**src/rtl/jtcus30_pkg.sv**
```systemverilog
// jtcus30_pkg: shared widths, FSM states and saturation helper for the CUS30 DC mixer
package jtcus30_pkg;
  localparam int SND_W = 11;
  localparam int CTR_W = 12;
  localparam int OUT_W = 16;
  localparam int ACC_W = 18;
  localparam int PRD_W = 21;
  localparam logic [SND_W-1:0] MIDSCALE = 11'h400;
  localparam logic signed [PRD_W-1:0] SMAX = 21'sd32767;
  localparam logic signed [PRD_W-1:0] SMIN = -21'sd32768;
  typedef enum logic [2:0] {IDLE, DCL, DCR, MULL, MULR, OUT} state_t;
  function automatic logic [OUT_W:0] sat16(input logic signed [PRD_W-1:0] v);
    return v > SMAX ? {1'b1, 16'h7fff} : v < SMIN ? {1'b1, 16'h8000} : {1'b0, v[OUT_W-1:0]};
  endfunction
endpackage

```
**src/rtl/jtcus30_dcblk.sv**
```systemverilog
// jtcus30_dcblk: per-channel DC tracker, centered = x - acc[17:7], acc += centered
module jtcus30_dcblk import jtcus30_pkg::*; (
  input  logic                    clk,
  input  logic                    rst_n,
  input  logic                    en,
  input  logic [SND_W-1:0]        x,
  output logic signed [CTR_W-1:0] centered
);
  logic [ACC_W-1:0] acc_q, acc_d;
  logic signed [CTR_W-1:0] ctr, ctr_q, ctr_d;
  always_comb begin
    ctr = $signed({1'b0, x}) - $signed({1'b0, acc_q[ACC_W-1:ACC_W-SND_W]});
    acc_d = en ? acc_q + {{(ACC_W-CTR_W){ctr[CTR_W-1]}}, ctr} : acc_q;
    ctr_d = en ? ctr : ctr_q;
  end
  always_ff @(posedge clk or negedge rst_n)
    if (!rst_n) begin
      acc_q <= {MIDSCALE, 7'd0};
      ctr_q <= '0;
    end else begin
      acc_q <= acc_d;
      ctr_q <= ctr_d;
    end
  assign centered = ctr_q;
endmodule

```
**src/rtl/jtcus30_dcmix.sv**
```systemverilog
// jtcus30_dcmix: DC removal, shared-multiplier gain and saturation for CUS30 stereo sums
module jtcus30_dcmix import jtcus30_pkg::*; #(parameter int GSHIFT = 2) (
  input  logic             clk,
  input  logic             rst_n,
  input  logic             cen,
  input  logic             in_stb,
  input  logic [SND_W-1:0] snd_l,
  input  logic [SND_W-1:0] snd_r,
  input  logic [7:0]       gain,
  input  logic             mute,
  output logic [OUT_W-1:0] out_l,
  output logic [OUT_W-1:0] out_r,
  output logic             out_stb,
  output logic             clip,
  output logic             overrun
);
  state_t state_q, state_d;
  logic pend_q, pend_d, ovr_q, ovr_d, stb_q, stb_d, clip_q, clip_d, start, fin;
  logic [SND_W-1:0] hold_l_q, hold_l_d, hold_r_q, hold_r_d, cur_l_q, cur_l_d, cur_r_q, cur_r_d;
  logic [7:0] gain_q, gain_d, mul_b;
  logic [OUT_W:0] res_l_q, res_l_d, res_r_q, res_r_d, sat;
  logic [OUT_W-1:0] out_l_q, out_l_d, out_r_q, out_r_d;
  logic signed [CTR_W-1:0] ctr_l, ctr_r, mul_a;
  logic signed [PRD_W-1:0] prod;

  jtcus30_dcblk u_dcl (.clk(clk), .rst_n(rst_n), .en(cen && state_q == DCL), .x(cur_l_q), .centered(ctr_l));
  jtcus30_dcblk u_dcr (.clk(clk), .rst_n(rst_n), .en(cen && state_q == DCR), .x(cur_r_q), .centered(ctr_r));

  always_comb begin
    state_d = state_q;
    if (cen)
      case (state_q)
        IDLE:    state_d = pend_q ? DCL : IDLE;
        DCL:     state_d = DCR;
        DCR:     state_d = MULL;
        MULL:    state_d = MULR;
        MULR:    state_d = OUT;
        default: state_d = IDLE;
      endcase
  end

  always_comb begin
    start    = cen && state_q == IDLE && pend_q;
    fin      = cen && state_q == OUT;
    pend_d   = in_stb || (pend_q && !start);
    ovr_d    = ovr_q || (in_stb && pend_q && !start);
    hold_l_d = in_stb ? snd_l : hold_l_q;
    hold_r_d = in_stb ? snd_r : hold_r_q;
    cur_l_d  = start ? hold_l_q : cur_l_q;
    cur_r_d  = start ? hold_r_q : cur_r_q;
    mul_a    = state_q == MULL ? ctr_l : ctr_r;
    mul_b    = state_q == MULL ? gain : gain_q;
    prod     = PRD_W'(mul_a) * PRD_W'($signed({1'b0, mul_b}));
    sat      = sat16(prod >>> GSHIFT);
    gain_d   = cen && state_q == MULL ? gain : gain_q;
    res_l_d  = cen && state_q == MULL ? sat : res_l_q;
    res_r_d  = cen && state_q == MULR ? sat : res_r_q;
    stb_d    = fin;
    out_l_d  = fin ? (mute ? '0 : res_l_q[OUT_W-1:0]) : out_l_q;
    out_r_d  = fin ? (mute ? '0 : res_r_q[OUT_W-1:0]) : out_r_q;
    clip_d   = fin ? !mute && (res_l_q[OUT_W] || res_r_q[OUT_W]) : clip_q;
  end

  always_ff @(posedge clk or negedge rst_n)
    if (!rst_n) begin
      state_q  <= IDLE;
      pend_q   <= 1'b0;
      ovr_q    <= 1'b0;
      stb_q    <= 1'b0;
      clip_q   <= 1'b0;
      hold_l_q <= MIDSCALE;
      hold_r_q <= MIDSCALE;
      cur_l_q  <= MIDSCALE;
      cur_r_q  <= MIDSCALE;
      gain_q   <= '0;
      res_l_q  <= '0;
      res_r_q  <= '0;
      out_l_q  <= '0;
      out_r_q  <= '0;
    end else begin
      state_q  <= state_d;
      pend_q   <= pend_d;
      ovr_q    <= ovr_d;
      stb_q    <= stb_d;
      clip_q   <= clip_d;
      hold_l_q <= hold_l_d;
      hold_r_q <= hold_r_d;
      cur_l_q  <= cur_l_d;
      cur_r_q  <= cur_r_d;
      gain_q   <= gain_d;
      res_l_q  <= res_l_d;
      res_r_q  <= res_r_d;
      out_l_q  <= out_l_d;
      out_r_q  <= out_r_d;
    end

  assign out_l   = out_l_q;
  assign out_r   = out_r_q;
  assign out_stb = stb_q;
  assign clip    = clip_q;
  assign overrun = ovr_q;
endmodule

```
**config.mk**
```make
export PLATFORM = sky130hd
export DESIGN_NAME = jtcus30_dcmix
export DESIGN_NICKNAME = d
export VERILOG_FILES = /design/src/rtl/jtcus30_pkg.sv /design/src/rtl/jtcus30_dcblk.sv /design/src/rtl/jtcus30_dcmix.sv
export SDC_FILE = /design/constraint.sdc
export NUM_CORES = 1
export LEC_CHECK = 0
export CORE_MARGIN = 5
export CORE_UTILIZATION = 55
export CTS_CLUSTER_SIZE = 25
export DETAILED_ROUTE_END_ITERATION = 12
export PLACE_DENSITY = 0.71
export RECOVER_POWER = 50
export SLEW_MARGIN = 20
export SYNTH_ARGS = -nofsm -noshare
export SYNTH_HDL_FRONTEND = slang
export SYNTH_SLANG_ARGS = --single-unit
export TNS_END_PERCENT = 10
```
**constraint.sdc**
```tcl
create_clock -name clk -period 8 [get_ports clk]
set_input_delay 2.4 -clock clk [delete_from_list [all_inputs] [get_ports clk]]
set_output_delay 2.4 -clock clk [all_outputs]
set_load 0.01 [all_outputs]
```
==> key figures <==
STA
  • Final worst-path cycle share: 0.967
  • Setup violations, final: 0
  • Setup TNS Final: 0 ns
  • Slew margin rel.: -2.12
  • Final Worst Setup Slack: 0.260 ns
  • Min Tclk post-route: 7.74 ns
  • Fmax: 0.129 GHz
  • RSZ-0062 raised after global routing: yes
  • Max-slew violations: 153
  • Hold Vio Cnt, Final: 0
  • Clock Skew: 0.0221 ns
  • Worst-margin pin slew: 4.68 ns

GRT
  • First-pass GRT wire length: 50700 um
  • GRT Overall Usage: 0.216
  • Antenna violations before repair: 0
  • GRT overflow: 0
  • Number of global-route vias before repair: 10648
  • Largest net degree at the start of global routing: 103

Final layout
  • Cell area after layout: 15900 um^2
  • Final #Nets: 1745
  • Final Core Density: 0.637
  • # fillers: 2059
  • Area growth from synthesis to layout: 15.1%
  • Commonest cells after routing, fill and taps aside: dfrtp_1 (179), nand2_1 (177), inv_1 (168)
  • Most common cell after layout, fill and taps aside: dfrtp_1
  • Layout cells sized above 1: 0.145

Drt
  • Iteration-0 DRC Markers: 517
  • Drc violations: 0
  • Antenna Violating Nets Remaining: 0
  • Total Routed Length: 29300 um
  • DRT Pass-1 Iters: 5
  • WL/cell: 15.6 um
  • Vias/cell: 5.49
  • Vias after detailed routing: 10296

Placed design
  • Placement Setup Slack: -0.258 ns
  • Placed inst area: 15200 um^2
  • Placed wire-length estimate: 22400 um
  • # port buffers: 69
  • Routability Congestion: 0.898

Worst setup path
  • CP Launch Type: input port
  • Most used cell along the critical path: fa_1
  • Worst-path fanout max: 28
  • Critical path class: input port to flop
  • Biggest cell delay along the critical path: 0.52 ns
  • CP Buf/Inv Count: 6
  • CP Cell Sequence: clkdlybuf4s50_1, mux2_1, buf_4, nand2_1, fa_1, inv_1, fa_1, fa_1, inv_1, fa_1, inv_1, ha_1, o211ai_1, or3_1, a211o_1, a2111oi_4, a311oi_2, a211oi_4, nor2_2, buf_12, o41ai_1
  • Req. time, crit path: 8.33 ns
  • CP Capture Type: flop
  • Delay-heaviest family, CP: adder cells
  • CP Data Arrival Time: 8.07 ns
  • Slowest stage cell, crit path: fa_1

Clock network
  • Worst-Skew Late Latency: 0.45 ns
  • CTS sink count: 185
  • TritonCTS Buffers: 17
  • Cts hold-fix bufs: 0
  • Postcts setup bufs: 0
  • Clk pin slew, worst setup/hold paths: 0.09 ns
  • CTS tree: yes
  • Root Driver: clkbuf_16
  • CTS HTree Levels: 4
  • Longest Clk Path Bufs: 2

Hold path
  • Worst hold path class: flop to flop

Outcome
  • Failing checks: max-capacitance violations, max-slew violations
  • Status: finished with violations

Floorplanning
  • Core Region: 24900 um^2
  • Die width: 168 um
  • Starting Density: 0.553
  • Die Y: 168 um
  • # IOs: 70
  • FP Rows: 58
  • Die Area: 28300 um^2

Synth
  • Cell count after synthesis: 1430
  • Yosys warnings: 0
  • EDFF count, synth: 0
  • Yosys cell types: 66
  • Syn Std Cell Area: 13800 um^2
  • Ys async rst share: 1.00
  • Seq/Total Area, Yosys: 0.337
  • Mean Syn Cell Area: 9.63 um^2
  • Seq cells post-synth: 185
  • Syn Nets: 1644
  • Top FF cell, synth: dfrtp_1

Run
  • Max Cap Violations: 2
-- cells in the mapped netlist (all sizes together) (11+ instances only) --
master | count | area [um^2]
dfrtp | 179 | 4480
nand2 | 177 | 664
inv | 168 | 631
ha | 97 | 1210
mux2 | 92 | 1040
nor2 | 91 | 344
o21ai | 86 | 430
fa | 82 | 1640
a21oi | 53 | 265
nand2b | 43 | 269
clkbuf | 38 | 143
xnor2 | 33 | 289
nor3 | 30 | 150
o41ai | 29 | 322
nand3 | 25 | 125
mux2i | 22 | 220
a21o | 20 | 150
xor2 | 20 | 175
nor2b | 13 | 81.3
o21a | 12 | 90.1
and3 | 11 | 68.8
-- cell type report --
| cell class | count | area (um^2) | area share |
|---|---|---|---|
| multi-input cells | 1029 | 8380 | 0.528 |
| flip-flops and latches | 185 | 4640 | 0.292 |
| repair buffers | 130 | 1150 | 0.0728 |
| inverters | 168 | 631 | 0.0398 |
| clock buffers | 17 | 425 | 0.0268 |
| well taps | 330 | 413 | 0.0260 |
| clock inverters | 15 | 213 | 0.0134 |
| diodes | 2 | 5.00 | 0.000316 |
-- worst reg2reg max path, delay by kind of cell (launching register included) --
kind / cells / cell delay, ns
simple gates: 6 / 1.41
buf+inv: 5 / 0.92
compound gates: 5 / 1.49
flops: 1 / 0.47
mux: 1 / 0.49
fa+ha+maj: 5 / 2.21
-- per-layer routing --
layer  track usage  wire, um  vias up  share of wire
li1              -         -     5052              -
met1         0.270     12700     4978           0.43
met2         0.384     14700      211           0.50
met3        0.0317      1070       55          0.037
met4        0.0730       860        0          0.029
met5             0         0        -              0
-- state kept, by name, indices dropped and copies added (netlist names), 12 cells and up --
name            flops
out_l              16
out_r              16
res_l_q            17
res_r_q            17
u_dcl.acc_q        18
u_dcl.centered     12
u_dcr.acc_q        18
u_dcr.centered     12
-- final timing paths --
path / start / endpoint / slack, ns / cells after the start
worst min-delay path: overrun$_DFF_PN0_ / overrun$_DFF_PN0_ / 0.47 / 1
worst max-delay path: gain[0] / res_r_q[7]$_DFFE_PN0P_ / 0.26 / 21
worst max register to register: state_q[0]$_DFFE_PN0P_ / res_r_q[7]$_DFFE_PN0P_ / 0.90 / 22
worst min register to register: overrun$_DFF_PN0_ / overrun$_DFF_PN0_ / 0.47 / 1
max in group asynchronous: rst_n / u_dcr.acc_q[1]$_DFFE_PN0P_ / 1.48 / 1
min in group asynchronous: rst_n / gain_q[7]$_DFFE_PN0P_ / 3.85 / 1
-- cell families (layout without fill, tap and decap cells) --
logic type / count (synthesis) / after routing / share of synthesized area
multiplexers: 114 / 114 / 0.0912
adder cells (fa/ha/maj): 179 / 179 / 0.207
flip-flops: 185 / 185 / 0.337
XOR/XNOR: 53 / 53 / 0.0337
AND/OR/NAND/NOR: 424 / 424 / 0.142
buffers and inverters: 216 / 330 / 0.0601
other: 0 / 2 / 0
AO/OA/AOI/OAI: 259 / 259 / 0.129
-- per-stage QoR --
step | std cells | hold slack [ns]
finish | 1876 | 0.475
global route | 1874 | 0.504
CTS | 1874 | 0.477
detailed placement | 1842 | 0.458
global placement | 1842 | 0.458
floorplan | 1430 | 0.444
-- repair_timing --
item / in CTS / in global routing
setup endpoints to repair: 0 / 15
endpoints found under the hold margin: 0 / 0
gates resized for setup: 0 / 9
Power is not shown: default switching activity piles up to over one toggle a cycle in this logic, so the estimate is an artifact.
